`config.mk`:
```
export PLATFORM = sky130hd
export DESIGN_NAME = alu8
export DESIGN_NICKNAME = d
export VERILOG_FILES = /design/src/rtl/alu8.sv
export SDC_FILE = /design/constraint.sdc
export NUM_CORES = 1
export LEC_CHECK = 0
export CORE_AREA = 2 2 89 91
export DETAILED_ROUTE_END_ITERATION = 8
export DIE_AREA = 0 0 91 93
export GPL_TIMING_DRIVEN = 0
export PLACE_DENSITY = 0.46
export SLEW_MARGIN = 20
export SYNTH_ARGS = -nofsm -noshare
export SYNTH_HDL_FRONTEND = slang
export SYNTH_SLANG_ARGS = --single-unit
```
`constraint.sdc`:
```
create_clock -name clk -period 0.8 [get_ports clk]
set_clock_uncertainty 0.15 [all_clocks]
set_input_delay 0.08 -clock clk [delete_from_list [all_inputs] [get_ports clk]]
set_output_delay 0.08 -clock clk [all_outputs]
set_load 0.02 [all_outputs]
```
`src/rtl/alu8.sv`:
```
// ---------------------------------------------------------------------------
// alu8 : registered arithmetic/logic unit
//
// Computes one of eight operations on A/B/ci every cycle. The result, the
// carry/borrow/shift-out bit and a zero flag are registered, so they appear
// one rising clk edge after the inputs are sampled. There is no enable: the
// outputs update every cycle.
//
// Ports
//   clk     in   1      rising-edge clock
//   rst     in   1      asynchronous active-high reset (result=0, co=0, zero=1)
//   op      in   3      operation select
//                       000 ADD, 001 SUB, 010 AND, 011 OR,
//                       100 XOR, 101 NOT, 110 SHL, 111 SHR
//   A       in   WIDTH  operand A
//   B       in   WIDTH  operand B
//   ci      in   1      carry-in / borrow-in / shift-in bit
//   result  out  WIDTH  registered result
//   co      out  1      registered carry-out / borrow-out / shift-out bit
//   zero    out  1      registered flag, 1 when the registered result is 0
// ---------------------------------------------------------------------------
module alu8 #(
    parameter int WIDTH = 8
) (
    input  logic             clk,
    input  logic             rst,
    input  logic [2:0]       op,
    input  logic [WIDTH-1:0] A,
    input  logic [WIDTH-1:0] B,
    input  logic             ci,
    output logic [WIDTH-1:0] result,
    output logic             co,
    output logic             zero
);

    localparam logic [2:0] OP_ADD = 3'b000;
    localparam logic [2:0] OP_SUB = 3'b001;
    localparam logic [2:0] OP_AND = 3'b010;
    localparam logic [2:0] OP_OR  = 3'b011;
    localparam logic [2:0] OP_XOR = 3'b100;
    localparam logic [2:0] OP_NOT = 3'b101;
    localparam logic [2:0] OP_SHL = 3'b110;
    localparam logic [2:0] OP_SHR = 3'b111;

    // Arithmetic is done one bit wider than the operands so the extra MSB
    // carries the carry-out (ADD) or the borrow (SUB). For subtraction the
    // wrap of the extended difference sets that bit exactly when A < B + ci,
    // including the corner case A=0, B=all-ones, ci=1.
    logic [WIDTH:0] sum_ext;
    logic [WIDTH:0] diff_ext;
    logic [WIDTH:0] ci_ext;

    assign ci_ext   = {{WIDTH{1'b0}}, ci};
    assign sum_ext  = {1'b0, A} + {1'b0, B} + ci_ext;
    assign diff_ext = {1'b0, A} - {1'b0, B} - ci_ext;

    // Bitwise operations, built per bit.
    logic [WIDTH-1:0] and_bits;
    logic [WIDTH-1:0] or_bits;
    logic [WIDTH-1:0] xor_bits;
    logic [WIDTH-1:0] not_bits;

    genvar gi;
    generate
        for (gi = 0; gi < WIDTH; gi = gi + 1) begin : g_bitwise
            assign and_bits[gi] = A[gi] & B[gi];
            assign or_bits[gi]  = A[gi] | B[gi];
            assign xor_bits[gi] = A[gi] ^ B[gi];
            assign not_bits[gi] = ~A[gi];
        end
    endgenerate

    logic [WIDTH-1:0] result_next;
    logic             co_next;
    logic             zero_next;

    always_comb begin
        result_next = '0;
        co_next     = 1'b0;
        case (op)
            OP_ADD: begin
                result_next = sum_ext[WIDTH-1:0];
                co_next     = sum_ext[WIDTH];
            end
            OP_SUB: begin
                result_next = diff_ext[WIDTH-1:0];
                co_next     = diff_ext[WIDTH];
            end
            OP_AND: result_next = and_bits;
            OP_OR:  result_next = or_bits;
            OP_XOR: result_next = xor_bits;
            OP_NOT: result_next = not_bits;
            OP_SHL: begin
                result_next = {A[WIDTH-2:0], ci};
                co_next     = A[WIDTH-1];
            end
            OP_SHR: begin
                result_next = {ci, A[WIDTH-1:1]};
                co_next     = A[0];
            end
            default: begin
                result_next = '0;
                co_next     = 1'b0;
            end
        endcase
    end

    // Zero flag is derived from the value about to be registered so it can
    // never disagree with the registered result.
    assign zero_next = (result_next == '0);

    logic [WIDTH-1:0] result_reg;
    logic             co_reg;
    logic             zero_reg;

    always_ff @(posedge clk or posedge rst) begin
        if (rst) begin
            result_reg <= '0;
            co_reg     <= 1'b0;
            zero_reg   <= 1'b1;
        end else begin
            result_reg <= result_next;
            co_reg     <= co_next;
            zero_reg   <= zero_next;
        end
    end

    assign result = result_reg;
    assign co     = co_reg;
    assign zero   = zero_reg;

endmodule

```
==> flow_summary_export.csv, run 1 <==
group,metric,value,unit
synth,synth-edff-count,0,
synth,synthesis.yosys.warnings,0,
run_status,violations,"hold timing, setup timing",
clock_tree,cts_tree,"built",
synth,post_synth_inst_count,224,
grt,first_global_vias,1828,
pwr,ir_drop,375.0,uV
floorplanning,floorplan.die.width,91,um
sta,layout_min_cycle_time,2183,ps
final_layout,num_antenna_cells,0,
setup_path,crit_arrival,2160,ps
setup_path,timing.critical_path.fanout_max,3,
drt,wl_per_cell,14.39,um
floorplanning,core_area,7527,um^2
clock_tree,clock_path_buffers,2,
sta,timing.final.max_slew_violations,0,
drt,detail_route.first_pass.iterations,4,
floorplanning,num_io_pins,32,
sta,fin_setup_tns,-12160,ps
drt,totalWireLength,5441,um
grt,overflow_after_grt,0,
drt,vias_per_cell,4.680,
synth,synth_async_sr_flop_share,100.0,%
pwr,power.density,1246,nW/um^2
sta,worst_hold_slack,-34.64,ps
run,maxCapViolCount,0,
final_layout,largest_reg_flops,8,
sta,fin_crit_sh,272.9,%
sta,layout_setup_ws,-1383,ps
setup_path,worstPathBufferInverterCount,4,
placed_design,detailed_place_hpwl,4055,um
final_layout,postLayoutCoreUtil,37.80,%
setup_path,worst_path_dominant_cell_family,"compound AO/OA/AOI/OAI gates",
drt,first_iter_violations,84,
final_layout,synthToLayoutAreaGrowth,55.33,%
setup_path,required,770,ps
sta,grt_setup_unrepaired,"yes",
synth,post-synth-top-area-fraction,22.54,%
sta,timing.final.hold_violations,9,
clock_tree,worst_setup_hold_path_clk_slew,50,ps
synth,synthTopCellsByArea,"ha_1 (23%), dfrtp_1 (12%), inv_1 (5.9%)",
synth,ys_dominant_reg_cell,"dfrtp_1",
grt,grt_start_max_net_pins,11,
final_layout,design.final.nets,336,
drt,vias,1769,
drt,drc,0,
grt,grt_first_pass_wirelength,8880,um
placed_design,io_buffer_count,30,
grt,number_of_antenna_violations_at_the_first_check_in_global_routing,0,
setup_path,endpoint_kind,"flip-flop",
setup_path,crit_path_start_kind,"input port",
run_status,run_status,"finished, violations left",
setup_path,cpPeakStageDelay,600,ps
synth,synth_top_area_cell,"ha_1",
final_layout,layout.filler_cells,794,
clock_tree,htree_levels,1,
sta,report.final.setup_viol,20,
synth,synth_area_per_cell,8.177,um^2
final_layout,share_of_cells_above_drive_strength_1,41.67,%
synth,ys_ff_latch,10,
floorplanning,start_util,24.34,%
setup_path,cells_traversed_along_the_worst_timing_path,"buf_8 > inv_8 > fa_2 > inv_2 > ha_4 > o21ai_4 > a311oi_2 > a21o_1 > a21oi_2 > xor2_1 > o221ai_2 > buf_4",
clock_tree,cts_buf_count,3,
synth,cell_area_after_synthesis,1832,um^2
min_path,worst_hold_path_type,"input port to async pin",
floorplanning,die_area,8463,um^2
setup_path,cpMaxStageDelayCell,"fa_2",
floorplanning,dieHeight,93,um
sta,max_freq,458.1,MHz
pwr,standby_leakage_power,1.230,nW
synth,syn_nets,283,
synth,ys_types,43,
synth,synth_commonest_cells,"ha_1 (33), inv_1 (29), nor2_1 (18)",
sta,worst_pin_slew,526.2,ps
clock_tree,clk_sinks,10,
floorplanning,num_rows,32,
setup_path,timing_worst_setup_path_type,"input port to flip-flop",
clock_tree,ctsRootBufferMaster,"clkbuf_8",
synth,synthMostInstantiatedCell,"ha_1",
placed_design,placer_congestion,0.8158,
drt,residual_antenna_violating_net_count_after_detailed_routing,0,
sta,slew-limit-headroom,64.92,%
pwr,power.total,3.546,mW
synth,synth.yosys.seq_area_share,13.73,%
grt,grt_usage,13.00,%
-- layout make-up --
class,instances,area (um^2),share of cell area [%]
multi-input combinational,175,1762,61.92
timing repair buffer,48,446.7,15.70
sequential,10,251.5,8.839
tap,102,127.6,4.485
inverter,29,120.1,4.222
buffer,10,82.58,2.902
clock buffer,4,55.05,1.935
-- path summary, 6_finish.rpt --
path | from | to | slack, ps | cells past startpoint
min in group clk | op[2] | co | 180 | 3
max in group asynchronous | rst | zero | 240 | 2
worst max-delay path | A[0] | result[7] | -1380 | 12
worst min-delay path | rst | result[3] | -30 | 2
-- layer usage --
layer,global-route usage (%),share of wire [%],up-vias
met5,0,0,-
li1,-,-,878
met1,15.39,43,841
met3,1.048,3.1,4
met4,2.525,0.44,0
met2,25.56,53,46
-- timing repair --
| action | in CTS | in global routing |
|---|---|---|
| endpoints found under the hold margin | 9 | 9 |
| buffers inserted | 15 | 3 |
| setup endpoints to repair | 20 | 20 |
| gates resized for setup | 173 | 12 |
| pin swaps | 36 | 19 |
-- through the flow --
step / instances / cell area (um^2) / setup WS (ps) / hold slack (ps)
after global placement: 356 / 2281 / -2296 / 217.3
after floorplan: 224 / 1853 / -1347 / -230.5
after CTS: 375 / 2776 / -1438 / -22.85
after global routing: 378 / 2845 / -1475 / -16.16
final: 378 / 2845 / -1383 / -34.64
after detailed placement: 356 / 2281 / -2272 / 213.8
-- cell families (layout without fill, tap and decap cells) --
family          count (synthesis)  in the layout  share of synthesized area [%]
compound gates                 56             56                          19.26
simple gates                   58             58                          16.32
mux                            11             11                          8.128
xor+xnor                       13             13                          6.216
flops                          10             10                          13.73
buf+inv                        39             91                          9.426
fa+ha+maj                      37             37                          26.91
-- where the power goes --
| part | total [mW] | internal, mW | switching [mW] |
|---|---|---|---|
| sequential | 0.626 | 0.592 | 0.0346 |
| clock | 0.604 | 0.430 | 0.174 |
| combinational | 2.31 | 1.16 | 1.15 |
-- placed cells by master, fill, tap and decap left out, drive strengths merged, types with 2 or more instances in the layout --
master,synthesis,routed
buf,10,42
ha,33,33
inv,29,28
nor2,18,18
a21oi,16,16
nand2,15,15
o21ai,15,15
xnor2,10,10
dfrtp,9,9
mux2i,7,7
dlygate4sd2,0,6
a211oi,6,6
clkbuf,0,6
nor3,6,6
nand2b,5,5
nand3,5,5
fa,4,4
clkdlybuf4s50,0,4
clkdlybuf4s15,0,4
mux4,3,3
xor2,3,3
a21o,3,3
and2,3,3
a31oi,3,3
o221ai,3,3
o22ai,2,2
or3b,2,2
nor4,2,2
No activity file was read; power rests on OpenSTA's default activity.
==> inputs of run 2 (changes only) <==
DONT_BUFFER_PORTS = 1   (was unset)
PLACE_DENSITY = 0.41   (was 0.46)
==> run 2 against run 1 <==
The run still ends with hold timing, setup timing left. Core utilization is 6.2 points lower. Total power fell by 16%. Non-clock buffer count fell by 37. Setup slack better by 80 ps.
==> flow_summary_export.csv, run 2 (synthesis gave the netlist of run 1 again) <==
group,metric,value,unit
setup_path,crit_arrival,2090,ps
min_path,worst_hold_path_type,"input port to flip-flop",
setup_path,endpoint_kind,"flip-flop",
clock_tree,htree_levels,1,
setup_path,timing.critical_path.fanout_max,4,
clock_tree,clock_path_buffers,2,
final_layout,fin_cells,341,
sta,worst_pin_slew,536.3,ps
setup_path,cells_traversed_along_the_worst_timing_path,"clkinvlp_4 > buf_6 > fa_2 > inv_2 > fa_2 > nand3_2 > a21oi_2 > a2bb2oi_2 > a211o_1 > nand4bb_4 > nor4_2",
clock_tree,cts.hold.buffers_added,1,
floorplanning,die_area,8463,um^2
drt,vias_per_cell,4.845,
floorplanning,start_util,24.34,%
sta,max_freq,475.6,MHz
setup_path,worstPathBufferInverterCount,3,
final_layout,design.final.nets,299,
setup_path,cpMaxStageDelayCell,"fa_2",
pwr,ir_drop,309.5,uV
sta,timing.final.hold_violations,1,
drt,detail_route.first_pass.iterations,4,
pwr,power.density,1260,nW/um^2
floorplanning,floorplan.die.width,91,um
sta,fin_crit_sh,262.9,%
final_layout,share_of_cells_above_drive_strength_1,31.80,%
run_status,violations,"hold timing, setup timing",
placed_design,io_buffer_count,0,
clock_tree,cts_tree,"built",
grt,grt_usage,11.99,%
setup_path,worst_path_dominant_cell_family,"adder cells",
drt,totalWireLength,5107,um
sta,report.final.setup_viol,20,
final_layout,largest_reg_flops,8,
sta,timing.final.max_slew_violations,0,
grt,overflow_after_grt,0,
sta,slew-limit-headroom,64.25,%
pwr,power.total,2.994,mW
grt,grt_first_pass_wirelength,8307,um
run_status,run_status,"finished, violations left",
min_path,hold_depth,2,
drt,first_iter_violations,122,
grt,first_global_vias,1634,
drt,metal3_wl,241,um
final_layout,most_common_cell_after_layout_fill_and_taps_aside,"ha_1",
placed_design,detailed_place_hpwl,4156,um
final_layout,num_antenna_cells,0,
sta,layout_min_cycle_time,2103,ps
clock_tree,clk_sinks,10,
setup_path,cpPeakStageDelay,430,ps
floorplanning,num_io_pins,32,
sta,layout_setup_ws,-1303,ps
floorplanning,dieHeight,93,um
floorplanning,num_rows,32,
grt,grt_start_max_net_pins,11,
drt,drc,0,
clock_tree,ctsRootBufferMaster,"clkbuf_8",
drt,detail_route.wirelength.met1,2317,um
setup_path,critical_path_depth,11,
clock_tree,cts_buf_count,3,
final_layout,layout.filler_cells,847,
final_layout,most-common-layout-cells,"ha_1 (28), inv_1 (24), nor2_1 (17)",
grt,number_of_antenna_violations_at_the_first_check_in_global_routing,0,
setup_path,required,790,ps
sta,fin_setup_tns,-10950,ps
setup_path,worst_setup_path_startpoint,"A[0]",
drt,dr_wl_met2,2548,um
placed_design,placer_congestion,0.7795,
drt,wl_per_cell,14.98,um
setup_path,crit_path_start_kind,"input port",
drt,residual_antenna_violating_net_count_after_detailed_routing,0,
run,maxCapViolCount,0,
final_layout,synthToLayoutAreaGrowth,29.71,%
min_path,hp-start,"op[2]",
placed_design,post-place-cells,326,
drt,topRoutingLayerUsed,"met3",
clock_tree,worst_setup_hold_path_clk_slew,40,ps
drt,vias,1652,
sta,grt_setup_unrepaired,"yes",
pwr,standby_leakage_power,1.027,nW
setup_path,timing.critical_path.mode_cell,"fa_2",
sta,worst_hold_slack,-63.29,ps
floorplanning,core_area,7527,um^2
setup_path,timing_worst_setup_path_type,"input port to flip-flop",
[run 2: cell count changes in the layout (fill, tap and decap cells not counted), moves of 4 or more]
| cell | before | now |
|---|---|---|
| buf_6 | 17 | 5 |
| buf_4 | 19 | 8 |
| dlygate4sd2_1 | 6 | 0 |
| ha_4 | 10 | 3 |
| clkdlybuf4s50_1 | 4 | 0 |
| ha_1 | 23 | 28 |
[run 2: routing by layer]
layer | GRT usage, % | vias up
li1 | - | 798
met1 | 15.77 | 813
met2 | 21.79 | 41
met3 | 0.9670 | 0
met4 | 1.894 | 0
met5 | 0 | -
[run 2: final timing paths]
kind | slack (ps) | to
setup / recovery | -1300 | zero
min in group asynchronous | 110 | result[0]
hold / removal | -60 | co
max in group asynchronous | 90 | zero
[run 2: timing repair]
action,CTS,global route
endpoints found under the hold margin,11,1
pin swaps,19,11
setup endpoints to repair,20,20
buffers inserted,7,4
resized for setup,36,17
[run 2: area by class of cell]
cell class | count | area (um^2) | area share [%]
multi-input combinational | 175 | 1674 | 70.46
sequential | 10 | 254.0 | 10.69
tap | 102 | 127.6 | 5.371
inverter | 29 | 112.6 | 4.739
timing repair buffer | 11 | 96.34 | 4.055
buffer | 10 | 66.31 | 2.791
clock buffer | 4 | 45.04 | 1.896
[run 2: per-stage QoR]
step	setup slack [ps]	util (%)	hold WS [ps]	area, um^2
after CTS	-1373	30.14	-66.05	2268
after global routing	-1444	31.57	-47.01	2376
after detailed placement	-1705	26.31	-198.2	1981
after floorplan	-1347	-	-230.5	1853
after global placement	-1714	26.31	-200.8	1981
final	-1303	31.57	-63.29	2376
[run 2: where the power goes]
group | internal [mW] | switching (mW) | leakage, nW | total, mW
clock network | 0.345 | 0.159 | 0.0228 | 0.504
registers | 0.596 | 0.136 | 0.116 | 0.731
logic | 0.852 | 0.906 | 0.889 | 1.76
